===== src/rtl/uart_pkg.sv =====
// Shared UART definitions: receiver state encoding and default framing.
// Also used by the transmit side of the UART path.
package uart_pkg;

  typedef enum logic [1:0] {
    IDLE,
    START,
    DATA,
    STOP
  } uart_rx_state_t;

  localparam int UART_OVERSAMPLE = 16;
  localparam int UART_DATA_BITS  = 8;

endpackage


===== src/rtl/uart_rx_if.sv =====
// Received-byte bus from uart_rx to the VU-meter datapath.
// Pulse-only: the consumer captures data while valid is high.
interface uart_rx_if #(
  parameter int data_bits = 8
);

  logic [data_bits-1:0] data;
  logic                 valid;
  logic                 frame_err;
  logic                 busy;

  modport master (
    output data,
    output valid,
    output frame_err,
    output busy
  );

  modport slave (
    input data,
    input valid,
    input frame_err,
    input busy
  );

endinterface


===== src/rtl/uart_rx_sync2.sv =====
// Two-flop synchronizer for asynchronous single-bit inputs.
// Resets to 0 on the asynchronous active-low reset.
module sync2 (
  input  logic clk_board,
  input  logic reset,
  input  logic d,
  output logic q
);

  logic meta;

  always_ff @(posedge clk_board or negedge reset) begin
    if (!reset) begin
      meta <= 1'b0;
      q    <= 1'b0;
    end else begin
      meta <= d;
      q    <= meta;
    end
  end

endmodule


===== src/rtl/uart_rx.sv =====
// 8N1 UART receiver, mid-bit oversampling on ticks of the 16x-baud clock.
// Delivers each byte as a one-cycle valid pulse; frame errors pulse separately.
module uart_rx
  import uart_pkg::*;
#(
  parameter int data_bits  = UART_DATA_BITS,
  parameter int oversample = UART_OVERSAMPLE
) (
  input  logic     clk_board,
  input  logic     reset,
  input  logic     uart_clk,
  input  logic     enable,
  input  logic     rx,
  uart_rx_if.master bus
);

  localparam int TW = $clog2(oversample);
  localparam int BW = $clog2(data_bits);

  localparam logic [TW-1:0] HALF_LAST = TW'(oversample / 2 - 1);
  localparam logic [TW-1:0] FULL_LAST = TW'(oversample - 1);
  localparam logic [BW-1:0] BIT_LAST  = BW'(data_bits - 1);

  localparam logic [1:0] S_IDLE  = 2'(IDLE);
  localparam logic [1:0] S_START = 2'(START);
  localparam logic [1:0] S_DATA  = 2'(DATA);
  localparam logic [1:0] S_STOP  = 2'(STOP);

  logic rx_s;
  logic uclk_s;
  logic uclk_s_d;
  logic tick;

  logic [1:0]           state;
  logic                 armed;
  logic [TW-1:0]        tick_cnt;
  logic [BW-1:0]        bit_cnt;
  logic [data_bits-1:0] sh;
  logic [data_bits-1:0] data_q;
  logic                 valid_q;
  logic                 ferr_q;

  sync2 u_sync_rx (
    .clk_board (clk_board),
    .reset     (reset),
    .d         (rx),
    .q         (rx_s)
  );

  sync2 u_sync_uclk (
    .clk_board (clk_board),
    .reset     (reset),
    .d         (uart_clk),
    .q         (uclk_s)
  );

  always_ff @(posedge clk_board or negedge reset) begin
    if (!reset) uclk_s_d <= 1'b0;
    else        uclk_s_d <= uclk_s;
  end

  assign tick = uclk_s & ~uclk_s_d;

  always_ff @(posedge clk_board or negedge reset) begin
    if (!reset) begin
      state    <= S_IDLE;
      armed    <= 1'b0;
      tick_cnt <= '0;
      bit_cnt  <= '0;
      sh       <= '0;
      data_q   <= '0;
      valid_q  <= 1'b0;
      ferr_q   <= 1'b0;
    end else begin
      valid_q <= 1'b0;
      ferr_q  <= 1'b0;
      if (rx_s) armed <= 1'b1;
      if (!enable) begin
        state    <= S_IDLE;
        tick_cnt <= '0;
        bit_cnt  <= '0;
      end else if (tick) begin
        unique case (state)
          S_IDLE: begin
            if (armed && !rx_s) begin
              state    <= S_START;
              tick_cnt <= '0;
            end
          end
          S_START: begin
            if (tick_cnt == HALF_LAST) begin
              tick_cnt <= '0;
              bit_cnt  <= '0;
              state    <= rx_s ? S_IDLE : S_DATA;
            end else begin
              tick_cnt <= tick_cnt + 1'b1;
            end
          end
          S_DATA: begin
            if (tick_cnt == FULL_LAST) begin
              tick_cnt <= '0;
              sh       <= {rx_s, sh[data_bits-1:1]};
              bit_cnt  <= bit_cnt + 1'b1;
              if (bit_cnt == BIT_LAST) state <= S_STOP;
            end else begin
              tick_cnt <= tick_cnt + 1'b1;
            end
          end
          S_STOP: begin
            if (tick_cnt == FULL_LAST) begin
              tick_cnt <= '0;
              state    <= S_IDLE;
              if (rx_s) begin
                data_q  <= sh;
                valid_q <= 1'b1;
              end else begin
                ferr_q <= 1'b1;
                armed  <= 1'b0;
              end
            end else begin
              tick_cnt <= tick_cnt + 1'b1;
            end
          end
          default: state <= S_IDLE;
        endcase
      end
    end
  end

  assign bus.data      = data_q;
  assign bus.valid     = valid_q;
  assign bus.frame_err = ferr_q;
  assign bus.busy      = (state != S_IDLE);

endmodule


===== src/flat_wrapper.sv =====
// flat-port wrapper written by rule: the top's interface ports become plain ports
module uart_rx_flat import uart_pkg::*;
#(
  parameter int data_bits  = UART_DATA_BITS,
  parameter int oversample = UART_OVERSAMPLE
)
  (clk_board, reset, uart_clk, enable, rx, bus_data, bus_valid, bus_frame_err, bus_busy);
  uart_rx_if #(.data_bits(data_bits)) bus_i ();
  input  logic clk_board;
  input  logic reset;
  input  logic uart_clk;
  input  logic enable;
  input  logic rx;
  output wire logic [$bits(bus_i.data)-1:0] bus_data;
  output wire logic [$bits(bus_i.valid)-1:0] bus_valid;
  output wire logic [$bits(bus_i.frame_err)-1:0] bus_frame_err;
  output wire logic [$bits(bus_i.busy)-1:0] bus_busy;
  assign bus_data = bus_i.data;
  assign bus_valid = bus_i.valid;
  assign bus_frame_err = bus_i.frame_err;
  assign bus_busy = bus_i.busy;
  uart_rx #(.data_bits(data_bits), .oversample(oversample)) u_core (.clk_board(clk_board), .reset(reset), .uart_clk(uart_clk), .enable(enable), .rx(rx), .bus(bus_i));
endmodule

===== config.mk =====
export PLATFORM = sky130hd
export DESIGN_NAME = uart_rx_flat
export DESIGN_NICKNAME = d
export VERILOG_FILES = /design/src/rtl/uart_pkg.sv /design/src/rtl/uart_rx_if.sv /design/src/rtl/uart_rx_sync2.sv /design/src/rtl/uart_rx.sv /design/src/flat_wrapper.sv
export SDC_FILE = /design/constraint.sdc
export NUM_CORES = 1
export LEC_CHECK = 0
export BUFFER_PORTS_ARGS = -buffer_cell sky130_fd_sc_hd__buf_2
export CORE_MARGIN = 4
export CORE_UTILIZATION = 25
export CTS_CLUSTER_SIZE = 8
export DETAILED_ROUTE_END_ITERATION = 6
export GPL_TIMING_DRIVEN = 0
export HOLD_SLACK_MARGIN = 0.15
export MAX_ROUTING_LAYER = met4
export SETUP_SLACK_MARGIN = 0.15
export SLEW_MARGIN = 10
export SYNTH_ARGS = -nofsm -noshare
export SYNTH_HDL_FRONTEND = slang
export SYNTH_SLANG_ARGS = --single-unit

===== constraint.sdc =====
create_clock -name clk_board -period 3.8 [get_ports clk_board]
set_clock_uncertainty 0.1 [all_clocks]
set_input_delay 0.38 -clock clk_board [delete_from_list [all_inputs] [get_ports clk_board]]
set_output_delay 0.38 -clock clk_board [all_outputs]
set_load 0.1 [all_outputs]

* Word level (Yosys, flattened, before mapping)
Cells that the tools add are included.
** Cells by class
- Add/subtract/negate cells :: 2
- Eq/ne operators :: 13
- Muxes and demuxes :: 36
- Bitwise gates (word level) :: 2
- Reductions and logical operators :: 10
** Operators with widths (count)
- 2-to-1 mux 4 bit :: 5
- 2-to-1 mux 1 bit :: 16
- 2-to-1 mux 2 bit :: 8
- inequality test 3 x 2 -> 1 bit, second input constant :: 5
- 2-to-1 mux 3 bit :: 4
- case mux 4 bit (3 select lines) :: 1
- case mux 2 bit (4 select lines) :: 1
- AND reduction 4 bit :: 2
- case mux 3 bit (2 select lines) :: 1
- AND reduction 6 bit :: 1
- AND reduction 5 bit :: 1
- adder 4 x 1 -> 4 bit, second input constant :: 1
- equality test 2 bit, second input constant :: 2
- equality test 4 x 3 -> 1 bit, second input constant :: 1
- equality test 4 bit, second input constant :: 1
- adder 3 x 1 -> 3 bit, second input constant :: 1
- equality test 3 bit, second input constant :: 1
- inequality test 3 x 1 -> 1 bit, second input constant :: 1
- equality test 2 x 1 -> 1 bit, second input constant :: 1
- logical NOT 2 bit :: 1
- inequality test 2 x 1 -> 1 bit, second input constant :: 1
- AND reduction 2 bit :: 1
- nonzero test 2 bit :: 1
- OR reduction 2 bit :: 1
- other kinds (4) :: 4
** Word-level totals
- Register bits :: 33
- Output and inout bits :: 11

* Longest topological paths before layout
- Depth in word-level cells :: 6
- Depth in mapped cells :: 6

* Hierarchy
Synthesis repeated with hierarchy kept, for this count alone.
** Unflattened totals
- Cell total of the unflattened synthesis :: 113
- Area total of the unflattened synthesis :: 1413.9 um^2
** Modules (own cells, without submodules)
- uart_rx :: instances 1, cells each 109, area an instance 1313.8 um^2, seq. area each 725.7 um^2
- sync2 :: instances 2, cells each 2, area an instance 50.0 um^2, seq. area each 50.0 um^2

* Worst setup path before layout
No wires, ideal clock.
- Path kind :: reg2reg
- Start point :: register u_core.state[1]
- End point :: register u_core.state[0]
- Data arrival time :: 1402 ps
- Slack :: 2175 ps
- Stages on the path, launching flop included :: 7
- Path through :: dfrtp_1 -> buf_6 -> or2_1 -> buf_6 -> o21ai_4 -> a21oi_1 -> o221a_2
** On the way
- Word-level cells in the longest chain between the ends :: 4
- Elaborated cells on any way between the ends :: 13
** RTL lines
- start: declaration :: RTL line uart_rx.sv:34 : logic [1:0] state;
- start signal: assignment :: RTL line uart_rx.sv:94 : state <= rx_s ? S_IDLE : S_DATA;
- equality test 2 bit, or another cell as far along :: RTL line uart_rx.sv:83 : unique case (state)
- case mux 2 bit (4 select lines) :: RTL line uart_rx.sv:83
- 2-to-1 mux 2 bit :: RTL line uart_rx.sv:82 : end else if (tick) begin
- 2-to-1 mux 2 bit :: RTL line uart_rx.sv:78 : if (!enable) begin
Parallel ways exist; a longest one is shown, timed or not. The select of a mux whose other input is x is not followed.
A chain may end at the register's enable or synchronous reset.

* Worst setup path after layout
- Start point :: register u_core.state[0]
- End point :: output bus_busy
** On the way
- Word-level cells in the longest chain between the ends :: 1
** RTL lines
- nonzero test 2 bit :: RTL line uart_rx.sv:133 : assign bus.busy = (state != S_IDLE);
- end: declaration :: RTL line flat_wrapper.sv:17 : output wire logic [$bits(bus_i.busy)-1:0] bus_busy;
Every way passes these cells.

==> flow_summary_export.csv <==
group,metric,value,unit
outcome,status,"completed",
final_layout,postLayoutCoreUtil,30.8,%
global_route,grt_usage,8.29,%
routing,wl_per_cell,11.9,µm
floorplan,core_area,0.00554,mm²
routing,remaining_drc_errors,0,
final_layout,antenna_cells,0,
final_layout,nFillCells,595,
sta,max-slew-margin-rel,52.1,%
clock_network,clkTransAtPathRegs,70,ps
routing,via_count,894,
floorplan,die_w,83.8,µm
final_layout,drive_above_1_share,36.6,%
critical_path,end_kind,"output pin",
routing,first_pass_iters,4,
critical_path,crit_start,"u_core.state[0]",
global_route,antenna_found_initial,0,
global_route,gr-total-overflow,0,
sta,fmaxAchievable,521,MHz
critical_path,worstPathMaxFanout,10,
floorplan,initial_core_util,25.9,%
sta,finalSetupViolCount,0,
final_layout,final_cell_mix,"dfrtp_1 (33), buf_2 (16), mux2_2 (15), nand2_1 (8), nand3_1 (8)",
floorplan,ios,16,
critical_path,r2r_slack,2000,ps
logic_synthesis,ys.flop_type,"dfrtp_1",
min_path,hold_path.class,"flip-flop to flip-flop",
clock_network,htree_levels,2,
logic_synthesis,seq_area_frac_synth,57.5,%
floorplan,std_cell_rows,27,
place,dpl.hpwl,1600,µm
logic_synthesis,syn-cell-area,0.00144,mm²
min_path,min_path_cells,0,
critical_path,path_class,"flip-flop to output pin",
final_layout,nets,143,
logic_synthesis,synth_fp_nets,118,
critical_path,crit_path_start_kind,"flip-flop",
critical_path,rr_startpoint,"u_core.tick_cnt[0]",
routing,viasPerCell,4.34,
global_route,grt_max_degree,34,
sta,finalCritPeriodShare,50.5,%
floorplan,die_h,83.8,µm
critical_path,cp.arrival,1440,ps
logic_synthesis,syn_inst,110,
clock_network,root_buffer,"clkbuf_8",
pwr,peakVddDrop,0.271,mV
global_route,grt_pass1_vias,996,
final_layout,area_growth,18.7,%
logic_synthesis,yosysUniqueCellTypes,35,
critical_path,critical_path_required,3320,ps
critical_path,reg2reg_depth,5,
critical_path,reg2reg_to,"u_core.bus.data[0]",
clock_network,cts.sinks,33,
clock_network,postCtsSetupRepairBufs,0,
sta,hold_violations,0,
clock_network,cts.repair.resized,0,
sta,final.setup.tns,0,ps
routing,routed_wl,2440,µm
flow_run,maxCapViolCount,0,
logic_synthesis,async_reset_ff_share,100,%
pwr,total_leakage_power,0.845,nW
final_layout,layout_commonest_cell,"dfrtp_1",
clock_network,cts_tree,"yes",
sta,rsz0062_at_grt,"no",
logic_synthesis,syn_avg_cell_area,13.1,µm²
place,port_buffers,15,
place,finalWeightedCongestion,0.740,
logic_synthesis,synth_edf_count,0,
min_path,hold_end,"u_core.u_sync_uclk.q",
clock_network,cts_buffers,5,
routing,ant_nets,0,
floorplan,die_area,0.00702,mm²
sta,drv_slew,0,
sta,period_needed,1920,ps
clock_network,clock_latency,280,ps
global_route,grt_first_pass_wirelength,4630,µm
routing,drtIter0Drc,109,
sta,tightest_slew,718,ps
clock_network,clock_path_buffers,2,
logic_synthesis,synth_warnings,0,
pwr,power_density,371,mW/mm²
logic_synthesis,ys_ff_latch,33,
min_path,holdCritStartpoint,"u_core.u_sync_uclk.meta",
[layout make-up]
cell class / instances / area [µm²] / area share, %
multi-input cells: 71 / 564 / 33.1
repair buffers: 18 / 105 / 6.16
inverters: 1 / 3.75 / 0.220
clock buffers: 5 / 68.8 / 4.04
well taps: 72 / 90.1 / 5.28
clock inverters: 1 / 5.00 / 0.293
plain buffers: 5 / 42.5 / 2.49
flip-flops and latches: 33 / 826 / 48.4
[cell usage after synthesis, types with 2 or more instances]
cell type | count | area share, %
ha_1 | 3 | 2.6
nor2b_1 | 2 | 0.87
dfrtp_1 | 33 | 57
buf_6 | 2 | 1.6
nand2_1 | 8 | 2.1
nand2_2 | 2 | 0.87
nand3_1 | 8 | 2.8
o21ai_0 | 6 | 2.1
mux2_2 | 15 | 12
buf_4 | 2 | 1.0
nor3_2 | 2 | 1.4
nor2_1 | 3 | 0.78
nand3b_1 | 2 | 1.0
[per-stage QoR]
| step | instance area, µm² | total power, mW | cells | setup slack (ps) | hold WS [ps] |
|---|---|---|---|---|---|
| finish | 1710 | 0.633 | 206 | 1880 | 248 |
| global route | 1710 | 0.661 | 206 | 1830 | 257 |
| CTS | 1710 | 0.644 | 206 | 1870 | 250 |
| detailed placement | 1600 | 0.396 | 197 | 2010 | 235 |
| global placement | 1600 | 0.395 | 197 | 2010 | 233 |
| floorplan | 1440 | 0.383 | 110 | 2180 | -15.6 |
[worst max-delay path: stages, from the launching register on]
cell and delay, ps:
dfrtp_1 360, buf_4 160, or2_1 220, buf_6 130, buf_2 280
[kinds of logic after synthesis]
logic type                 count (synthesis)  synth area share (%)
adders and majority gates                  3                  2.61
muxes                                     16                  12.5
and+or+nand+nor                           35                  15.3
DFF                                       33                  57.5
xor gates and xnor gates                   1                 0.610
buffers and inverters                      6                  3.22
AOI/OAI and AO/OA                         16                  8.19
[worst max path at each step]
stage | endpoint | slack, ps | depth (start not counted)
final | bus_busy | 1880 | 4
after global routing | bus_busy | 1830 | 4
after CTS | bus_busy | 1870 | 4
after detailed placement | u_core.bus.data[0] | 2010 | 5
after global placement | u_core.bus.data[0] | 2010 | 5
after floorplan | u_core.state[0] | 2180 | 6
[report_power, final]
group	switching, mW	internal [mW]	total [mW]
combinational	0.0216	0.0113	0.0329
sequential	0.00241	0.355	0.357
clock	0.123	0.120	0.243
[state kept, by name (all words and copies together), names as in the netlist, 2 cells and up]
register / count
u_core.bit_cnt: 3
u_core.bus.data: 8
u_core.sh: 8
u_core.state: 2
u_core.tick_cnt: 4
[timing repair]
action | CTS | global route
endpoints found under the hold margin | 35 | 0
hold buffers | 3 | 0
setup endpoints to repair | 0 | 0
[metal layers]
metal  vias to the layer above  track usage (%)  part of all wire [%]
met4                         0             2.63                   1.4
met1                       429             10.5                    50
met5                         -                -                     0
met3                         5             2.96                   4.3
met2                        21             12.4                    45
li1                        439                -                     -
(Power assumes the default switching activity.)
